### config.mk
export PLATFORM = sky130hd
export DESIGN_NAME = jt49_period_meter
export DESIGN_NICKNAME = d
export VERILOG_FILES = /design/src/rtl/jt49_pkg.sv /design/src/rtl/jt49_period_cnt.sv /design/src/rtl/jt49_period_meter.sv
export SDC_FILE = /design/constraint.sdc
export NUM_CORES = 1
export LEC_CHECK = 0
export CAP_MARGIN = 10
export CORE_UTILIZATION = 43
export CTS_CLUSTER_DIAMETER = 120
export DETAILED_ROUTE_END_ITERATION = 7
export PLACE_DENSITY_LB_ADDON = 0.12
export SYNTH_ARGS = -nofsm -noshare
export SYNTH_HDL_FRONTEND = slang
export SYNTH_SLANG_ARGS = --single-unit
### constraint.sdc
create_clock -name clk -period 3 [get_ports clk]
set_input_delay 0.6 -clock clk [delete_from_list [all_inputs] [get_ports clk]]
set_output_delay 0.6 -clock clk [all_outputs]
set_load 0.02 [all_outputs]
### src/rtl/jt49_pkg.sv
// Shared JT49 definitions: measurement FSM state encodings and width helpers.
package jt49_pkg;

    typedef enum logic [1:0] {
        ST_IDLE   = 2'd0,
        ST_ARMED  = 2'd1,
        ST_CHECK  = 2'd2,
        ST_LOCKED = 2'd3
    } jt49_state_t;

    function automatic int unsigned ONE(input int unsigned w);
        ONE = (w > 0) ? 32'd1 : 32'd0;
    endfunction

    function automatic int unsigned ALL1(input int unsigned w);
        ALL1 = (w >= 32) ? 32'hFFFF_FFFF : ((32'd1 << w) - 32'd1);
    endfunction

endpackage

### src/rtl/jt49_period_cnt.sv
// Saturating cen-qualified period counter: sync clear to 1, held at 1 while disabled,
// all-ones flag for the saturation detect in the owner FSM.
module jt49_period_cnt
    import jt49_pkg::*;
#(
    parameter int unsigned width = 12
) (
    input  logic             clk,
    input  logic             rst_n,
    input  logic             i_cen,
    input  logic             i_en,
    input  logic             i_clr,
    output logic [width-1:0] o_cnt,
    output logic             o_all1
);

    localparam logic [width-1:0] CntOne  = width'(ONE(width));
    localparam logic [width-1:0] CntAll1 = width'(ALL1(width));

    logic [width-1:0] r_cnt;
    logic [width-1:0] w_cnt_d;

    always_comb begin
        w_cnt_d = r_cnt;
        if (i_cen) begin
            if (i_clr || !i_en) begin
                w_cnt_d = CntOne;
            end else if (r_cnt != CntAll1) begin
                // Saturation itself is resolved by the owner via i_clr; never wrap here.
                w_cnt_d = r_cnt + CntOne;
            end
        end
    end

    always_ff @(posedge clk) begin
        if (!rst_n) begin
            r_cnt <= CntOne;
        end else begin
            r_cnt <= w_cnt_d;
        end
    end

    assign o_cnt  = r_cnt;
    assign o_all1 = (r_cnt == CntAll1);

endmodule

### src/rtl/jt49_period_meter.sv
// Measures the spacing between cen-qualified tick strobes and reports it as a period word.
// Define JT49_PERIOD_MATCH_EN to require two equal consecutive gaps before accepting a period.
module jt49_period_meter
    import jt49_pkg::*;
#(
    parameter int unsigned width = 12
) (
    input  logic             clk,
    input  logic             rst_n,
    input  logic             cen,
    input  logic             tick,
    output logic [width-1:0] period,
    output logic             valid,
    output logic             upd,
    output logic             ovf
);

    jt49_state_t      r_state, w_state_d;
    logic [width-1:0] r_period, w_period_d;
    logic             r_valid, w_valid_d;
    logic             r_upd, w_upd_d;
    logic             r_ovf, w_ovf_d;
    logic [width-1:0] w_cnt;
    logic             w_all1;
    logic             w_event;
    logic             w_sat;
`ifdef JT49_PERIOD_MATCH_EN
    logic [width-1:0] r_cand, w_cand_d;
`endif

    assign w_event = cen & tick;
    // An event on the all-ones sample wins over saturation.
    assign w_sat   = cen & ~tick & w_all1 & (r_state != ST_IDLE);

    jt49_period_cnt #(
        .width (width)
    ) u_cnt (
        .clk    (clk),
        .rst_n  (rst_n),
        .i_cen  (cen),
        .i_en   (r_state != ST_IDLE),
        .i_clr  (w_event | w_sat),
        .o_cnt  (w_cnt),
        .o_all1 (w_all1)
    );

    always_comb begin
        w_state_d  = r_state;
        w_period_d = r_period;
        w_valid_d  = r_valid;
        w_upd_d    = 1'b0;
        w_ovf_d    = 1'b0;
`ifdef JT49_PERIOD_MATCH_EN
        w_cand_d   = r_cand;
`endif
        if (w_sat) begin
            w_state_d  = ST_IDLE;
            w_period_d = '0;
            w_valid_d  = 1'b0;
            w_upd_d    = 1'b1;
            w_ovf_d    = 1'b1;
        end else if (w_event) begin
            case (r_state)
                ST_IDLE: w_state_d = ST_ARMED;
`ifdef JT49_PERIOD_MATCH_EN
                ST_ARMED: begin
                    w_cand_d  = w_cnt;
                    w_state_d = ST_CHECK;
                end
                ST_CHECK: begin
                    if (w_cnt == r_cand) begin
                        w_period_d = w_cnt;
                        w_valid_d  = 1'b1;
                        w_upd_d    = 1'b1;
                        w_state_d  = ST_LOCKED;
                    end else begin
                        w_cand_d = w_cnt;
                    end
                end
                ST_LOCKED: begin
                    if (w_cnt != r_period) begin
                        w_cand_d  = w_cnt;
                        w_state_d = ST_CHECK;
                    end
                end
`else
                ST_ARMED, ST_LOCKED: begin
                    w_period_d = w_cnt;
                    w_valid_d  = 1'b1;
                    w_upd_d    = 1'b1;
                    w_state_d  = ST_LOCKED;
                end
`endif
                default: w_state_d = ST_IDLE;
            endcase
        end
    end

    always_ff @(posedge clk) begin
        if (!rst_n) begin
            r_state  <= ST_IDLE;
            r_period <= '0;
            r_valid  <= 1'b0;
            r_upd    <= 1'b0;
            r_ovf    <= 1'b0;
        end else begin
            r_state  <= w_state_d;
            r_period <= w_period_d;
            r_valid  <= w_valid_d;
            r_upd    <= w_upd_d;
            r_ovf    <= w_ovf_d;
        end
    end

`ifdef JT49_PERIOD_MATCH_EN
    always_ff @(posedge clk) begin
        if (!rst_n) begin
            r_cand <= '0;
        end else begin
            r_cand <= w_cand_d;
        end
    end
`endif

    assign period = r_period;
    assign valid  = r_valid;
    assign upd    = r_upd;
    assign ovf    = r_ovf;

endmodule

# Yosys cells after proc, flatten, opt, wreduce, memory -nomap -nowiden
# Index checks and enable logic that the tools add are counted.
# classes
add_sub_neg	1
n_eq_ne	4
n_mux	7
n_bitwise	7
n_reduce_logical	9
# ops
op	count
two-way mux 12 bit	2
adder 12 x 1 -> 12 bit, second input constant	1
== test 12 bit, second input constant	1
!= test 12 bit, second input constant	1
bitwise AND 1 bit	4
two-way mux 1 bit	4
one-hot mux 2 bit (2 select lines)	1
AND reduction 2 bit	2
nonzero test 2 bit	2
OR reduction 2 bit	2
== test 2 x 1 -> 1 bit, second input constant	1
== test 2 bit, second input constant	1
logical NOT 2 bit	1
NOT 1 bit	2
logical NOT 1 bit	1
logical OR 1 bit	1
bitwise OR 1 bit	1
# totals
register_bits	29
inputBits	4
elab_cells	34

# Depth between registers and ports, before layout
# logic_depth
ltp_word	8
mapped_depth	6
ltp_nobuf	5

# Hierarchy
# Synthesis repeated with hierarchy kept, for this count alone.
# unflattened
hier_cells	162
area_unflattened_um2	1412.6
# modules_own_cells
mod	n_inst	cells_per_inst	area_per_inst_um2
jt49_period_cnt	1	85	729.4
jt49_period_meter	1	77	683.2

# Worst setup path after synthesis
# Ideal clock, no wire load.
# synth_path
path_kind	input port to flip-flop
startpoint	in cen
endpoint	reg r_state[1]
setup_time_ps	114
arrival_time_ps	1623
setup_slack_ps	1263
stages	6
n_path_buf	2
cell_sequence	buf_6 and4_4 nand3_4 o31ai_4 buf_6 nor2_1
# synth_between
elab_chain_len	4
# synth_lines
item	line_no	source
from (decl)	jt49_period_meter.sv:10	input logic cen,
bitwise AND 1 bit (3 in a row)	jt49_period_meter.sv:33	assign w_sat = cen & ~tick & w_all1 & (r_state != ST_IDLE);
OR reduction 2 bit (no source line)	n/a	
to (signal assigned)	jt49_period_meter.sv:107	r_state <= w_state_d;
to (decl)	jt49_period_meter.sv:18	jt49_state_t r_state, w_state_d;
# Parallel ways exist; a longest one is shown, timed or not.
# A chain may end at the register's enable or synchronous reset.

# Worst setup path after layout
# layout_path
startpoint	in cen
endpoint	reg r_valid (netlist: valid)
# layout_between
elab_chain_len	4
# layout_lines
item	line_no	source
bitwise AND 1 bit (3 in a row)	jt49_period_meter.sv:33	
OR reduction 2 bit (no source line)	n/a	
to (signal assigned)	jt49_period_meter.sv:109	r_valid <= w_valid_d;
to (decl)	jt49_period_meter.sv:20	logic r_valid, w_valid_d;
# Parallel ways exist; a longest one is shown, timed or not.

==> run_summary.xml <==
<?xml version="1.0" encoding="UTF-8"?>
<metrics>
  <group name="outcome">
    <metric name="run_status" unit="">complete, no violations</metric>
  </group>
  <group name="floorplan">
    <metric name="die_y" unit="um">53.97</metric>
    <metric name="die_w" unit="um">53.97</metric>
    <metric name="design.portCount" unit="">19</metric>
    <metric name="placementRows" unit="">18</metric>
    <metric name="effective_utilization_at_floorplan" unit="">0.4603</metric>
    <metric name="floorplan.die_area" unit="sq um">2912</metric>
    <metric name="core_area" unit="sq um">2522</metric>
  </group>
  <group name="grt">
    <metric name="grt_start_max_net_pins" unit="">16</metric>
    <metric name="grt_use_total" unit="">0.1858</metric>
    <metric name="grt_remaining_overflow" unit="">0</metric>
    <metric name="antenna_found_initial" unit="">0</metric>
    <metric name="grt_pass1_wl" unit="um">3588</metric>
    <metric name="number_of_global_route_vias_before_repair" unit="">834</metric>
  </group>
  <group name="timing">
    <metric name="setup-violations-final" unit="">0</metric>
    <metric name="setup_total_negative_slack" unit="ns">0</metric>
    <metric name="max_slew_margin" unit="">0.5854</metric>
    <metric name="timing.final.ws_setup" unit="ns">1.003</metric>
    <metric name="final.min_clock_period" unit="ns">1.997</metric>
    <metric name="final.period_utilization" unit="">0.6656</metric>
    <metric name="final-hold-violation-count" unit="">0</metric>
    <metric name="timing_max_transition_violations_final" unit="">0</metric>
    <metric name="timing.clock.skew" unit="ns">0.01397</metric>
    <metric name="fmax" unit="MHz">500.8</metric>
    <metric name="worst_max_slew_pin_slew" unit="ns">0.6220</metric>
    <metric name="hold_slack" unit="ns">0.4586</metric>
    <metric name="unrepaired_setup_endpoints_after_global_routing" unit="">false</metric>
  </group>
  <group name="place">
    <metric name="place_congestion" unit="">0.8621</metric>
    <metric name="placement.setup.worst_slack" unit="ns">0.6543</metric>
    <metric name="dp.cells" unit="">177</metric>
    <metric name="post_dp_cell_area" unit="sq um">1354</metric>
    <metric name="post-dp-hpwl" unit="um">1584</metric>
    <metric name="port-buffer-count" unit="">18</metric>
  </group>
  <group name="yosys">
    <metric name="synth_edf_count" unit="">0</metric>
    <metric name="sequential_cell_area_fraction_in_the_yosys_report" unit="">0.5000</metric>
    <metric name="synth_top_area_share" unit="">0.5000</metric>
    <metric name="synth-warning-count" unit="">0</metric>
    <metric name="synth.largest_area_cell" unit="">dfxtp_1</metric>
    <metric name="avgSynthCellArea" unit="sq um">8.730</metric>
    <metric name="mappedNetlistNets" unit="">138</metric>
    <metric name="post_synth_num_cell_types" unit="">26</metric>
    <metric name="asyncSetResetFlopFracSynth" unit="">0</metric>
    <metric name="synthesis.area" unit="sq um">1161</metric>
    <metric name="synth_top_cells_by_area" unit="">dfxtp_1, nand2_1, nor2_1, a21oi_1, xnor2_1</metric>
    <metric name="synth_ff_type" unit="">dfxtp_1</metric>
    <metric name="most_frequent_cells_after_synthesis" unit="">dfxtp_1, nand2_1, nor2_1</metric>
    <metric name="netlist_instances" unit="">133</metric>
    <metric name="yosys_register_bits" unit="">29</metric>
  </group>
  <group name="power">
    <metric name="cellLeakagePower" unit="nW">0.4773</metric>
    <metric name="irDropWorstVdd" unit="mV">0.3062</metric>
    <metric name="power.total" unit="uW">701.1</metric>
    <metric name="power_density" unit="nW/um^2">492.4</metric>
  </group>
  <group name="min_path">
    <metric name="hold_depth" unit="">2</metric>
    <metric name="hold_path_class" unit="">reg -&gt; reg</metric>
  </group>
  <group name="layout">
    <metric name="seqCellArea" unit="sq um">580.6</metric>
    <metric name="multi_input_comb_area" unit="sq um">533.0</metric>
    <metric name="layout.cell_area.non_filler" unit="sq um">1424</metric>
    <metric name="nets" unit="">159</metric>
    <metric name="post-route-util" unit="">0.5645</metric>
    <metric name="areaGrowthSynthToFinish" unit="%">22.63</metric>
    <metric name="final.fill_count" unit="">255</metric>
    <metric name="antennaDiodeCount" unit="">0</metric>
    <metric name="instances_no_fill" unit="">185</metric>
    <metric name="drive_gt1_frac" unit="">0.09032</metric>
  </group>
  <group name="critical_path">
    <metric name="timing.critical_path.to_type" unit="">register</metric>
    <metric name="crit_type" unit="">in -&gt; reg</metric>
    <metric name="crit_slowest_cell" unit="">o31ai_4</metric>
    <metric name="cp_max_fo" unit="">15</metric>
    <metric name="worst_ep_required_time" unit="ns">3.19</metric>
    <metric name="setup.worst_path.start_class" unit="">input pin</metric>
    <metric name="slowest_delay" unit="ns">0.61</metric>
    <metric name="r2r.worst_path.cells" unit="">5</metric>
    <metric name="timing.critical_path.cells" unit="">clkdlybuf4s50_1 -&gt; and4_4 -&gt; nand3_4 -&gt; o31ai_4 -&gt; nor2_1</metric>
    <metric name="critPathArrivalTime" unit="ns">2.19</metric>
  </group>
  <group name="clock_tree">
    <metric name="clock_tree.htree_level_count" unit="">2</metric>
    <metric name="tritoncts" unit="">yes</metric>
    <metric name="cts.repair_timing.setup_buffer_count" unit="">0</metric>
    <metric name="post_cts_resize_count" unit="">0</metric>
    <metric name="clk_transition_reported_paths" unit="ns">0.09</metric>
    <metric name="clock_tree.root_cell" unit="">clkbuf_4</metric>
    <metric name="postCtsHoldBufs" unit="">0</metric>
    <metric name="cts_buffers" unit="">5</metric>
    <metric name="clock_sinks" unit="">29</metric>
    <metric name="clk_latency" unit="ns">0.33</metric>
    <metric name="clockBufferDepth" unit="">2</metric>
  </group>
  <group name="route">
    <metric name="route.vias.total" unit="">924</metric>
    <metric name="route.detailed.vias_per_inst" unit="">4.995</metric>
    <metric name="avgRoutedWirePerCell" unit="um">12.12</metric>
    <metric name="post-route-drc-count" unit="">0</metric>
    <metric name="drt-pass1-iter-count" unit="">4</metric>
    <metric name="ant_nets" unit="">0</metric>
    <metric name="detail_route.iter0.violations" unit="">10</metric>
    <metric name="detail_route.wirelength" unit="um">2242</metric>
  </group>
  <group name="flow_run">
    <metric name="timing.max_cap.violations" unit="">0</metric>
  </group>
</metrics>
==> registers in the layout (all words and copies together), names as in the netlist <==
name         count
period          12
u_cnt.o_cnt     12
r_state          2
ovf              1
upd              1
valid            1
==> where the power goes <==
| group | switching (mW) | leakage (nW) | internal [mW] |
|---|---|---|---|
| combinational | 0.0213 | 0.202 | 0.0154 |
| sequential | 0.00454 | 0.234 | 0.389 |
| clock | 0.135 | 0.0413 | 0.136 |
==> kinds of logic after synthesis <==
group	after synthesis	share of synthesized area
AO/OA/AOI/OAI	17	0.09375
XOR/XNOR	11	0.08297
adder cells (fa/ha/maj)	1	0.01077
buffers and inverters	8	0.04095
flip-flops	29	0.5000
multiplexers	1	0.008621
AND/OR/NAND/NOR	66	0.2629
==> worst paths after layout <==
path         slack (ns)           start         to
max                1.00             cen      valid
min                0.46       period[0]  period[0]
max reg2reg        1.14  u_cnt.o_cnt[0]      valid
min reg2reg        0.46       period[0]  period[0]
==> per-layer routing <==
metal  global-route usage  wire, um
met1               0.2034       990
met2               0.3004      1145
met3              0.09322        92
met4              0.07895        13
met5                    0         0
==> placed cells by master (no fill, tap or decap), drive strengths merged <==
cell	n
nand2	29
and2	2
clkbuf	7
nor3	1
and3	2
nand4	3
nand3	6
nor4	3
dfxtp	29
clkdlybuf4s50	18
and4	1
o211ai	1
xor2	4
nand2b	1
buf	2
nor2	18
clkinv	1
ha	1
a21oi	13
xnor2	7
o21bai	1
mux2i	1
inv	2
o21a	1
o31ai	1
==> critical path, delay by kind of cell <==
kind | cells | cell delay, ns
AO/OA/AOI/OAI | 1 | 0.61
buffers and inverters | 1 | 0.48
AND/OR/NAND/NOR | 3 | 0.49
==> area by class of cell <==
type / instances / area share
Sequential cell: 29 / 0.4077
Multi-Input combinational cell: 96 / 0.3743
Timing Repair Buffer: 20 / 0.1371
Clock buffer: 7 / 0.04569
Tap cell: 30 / 0.02636
Inverter: 2 / 0.005272
Clock inverter: 1 / 0.003515
Power figures use the tool's default switching activity.
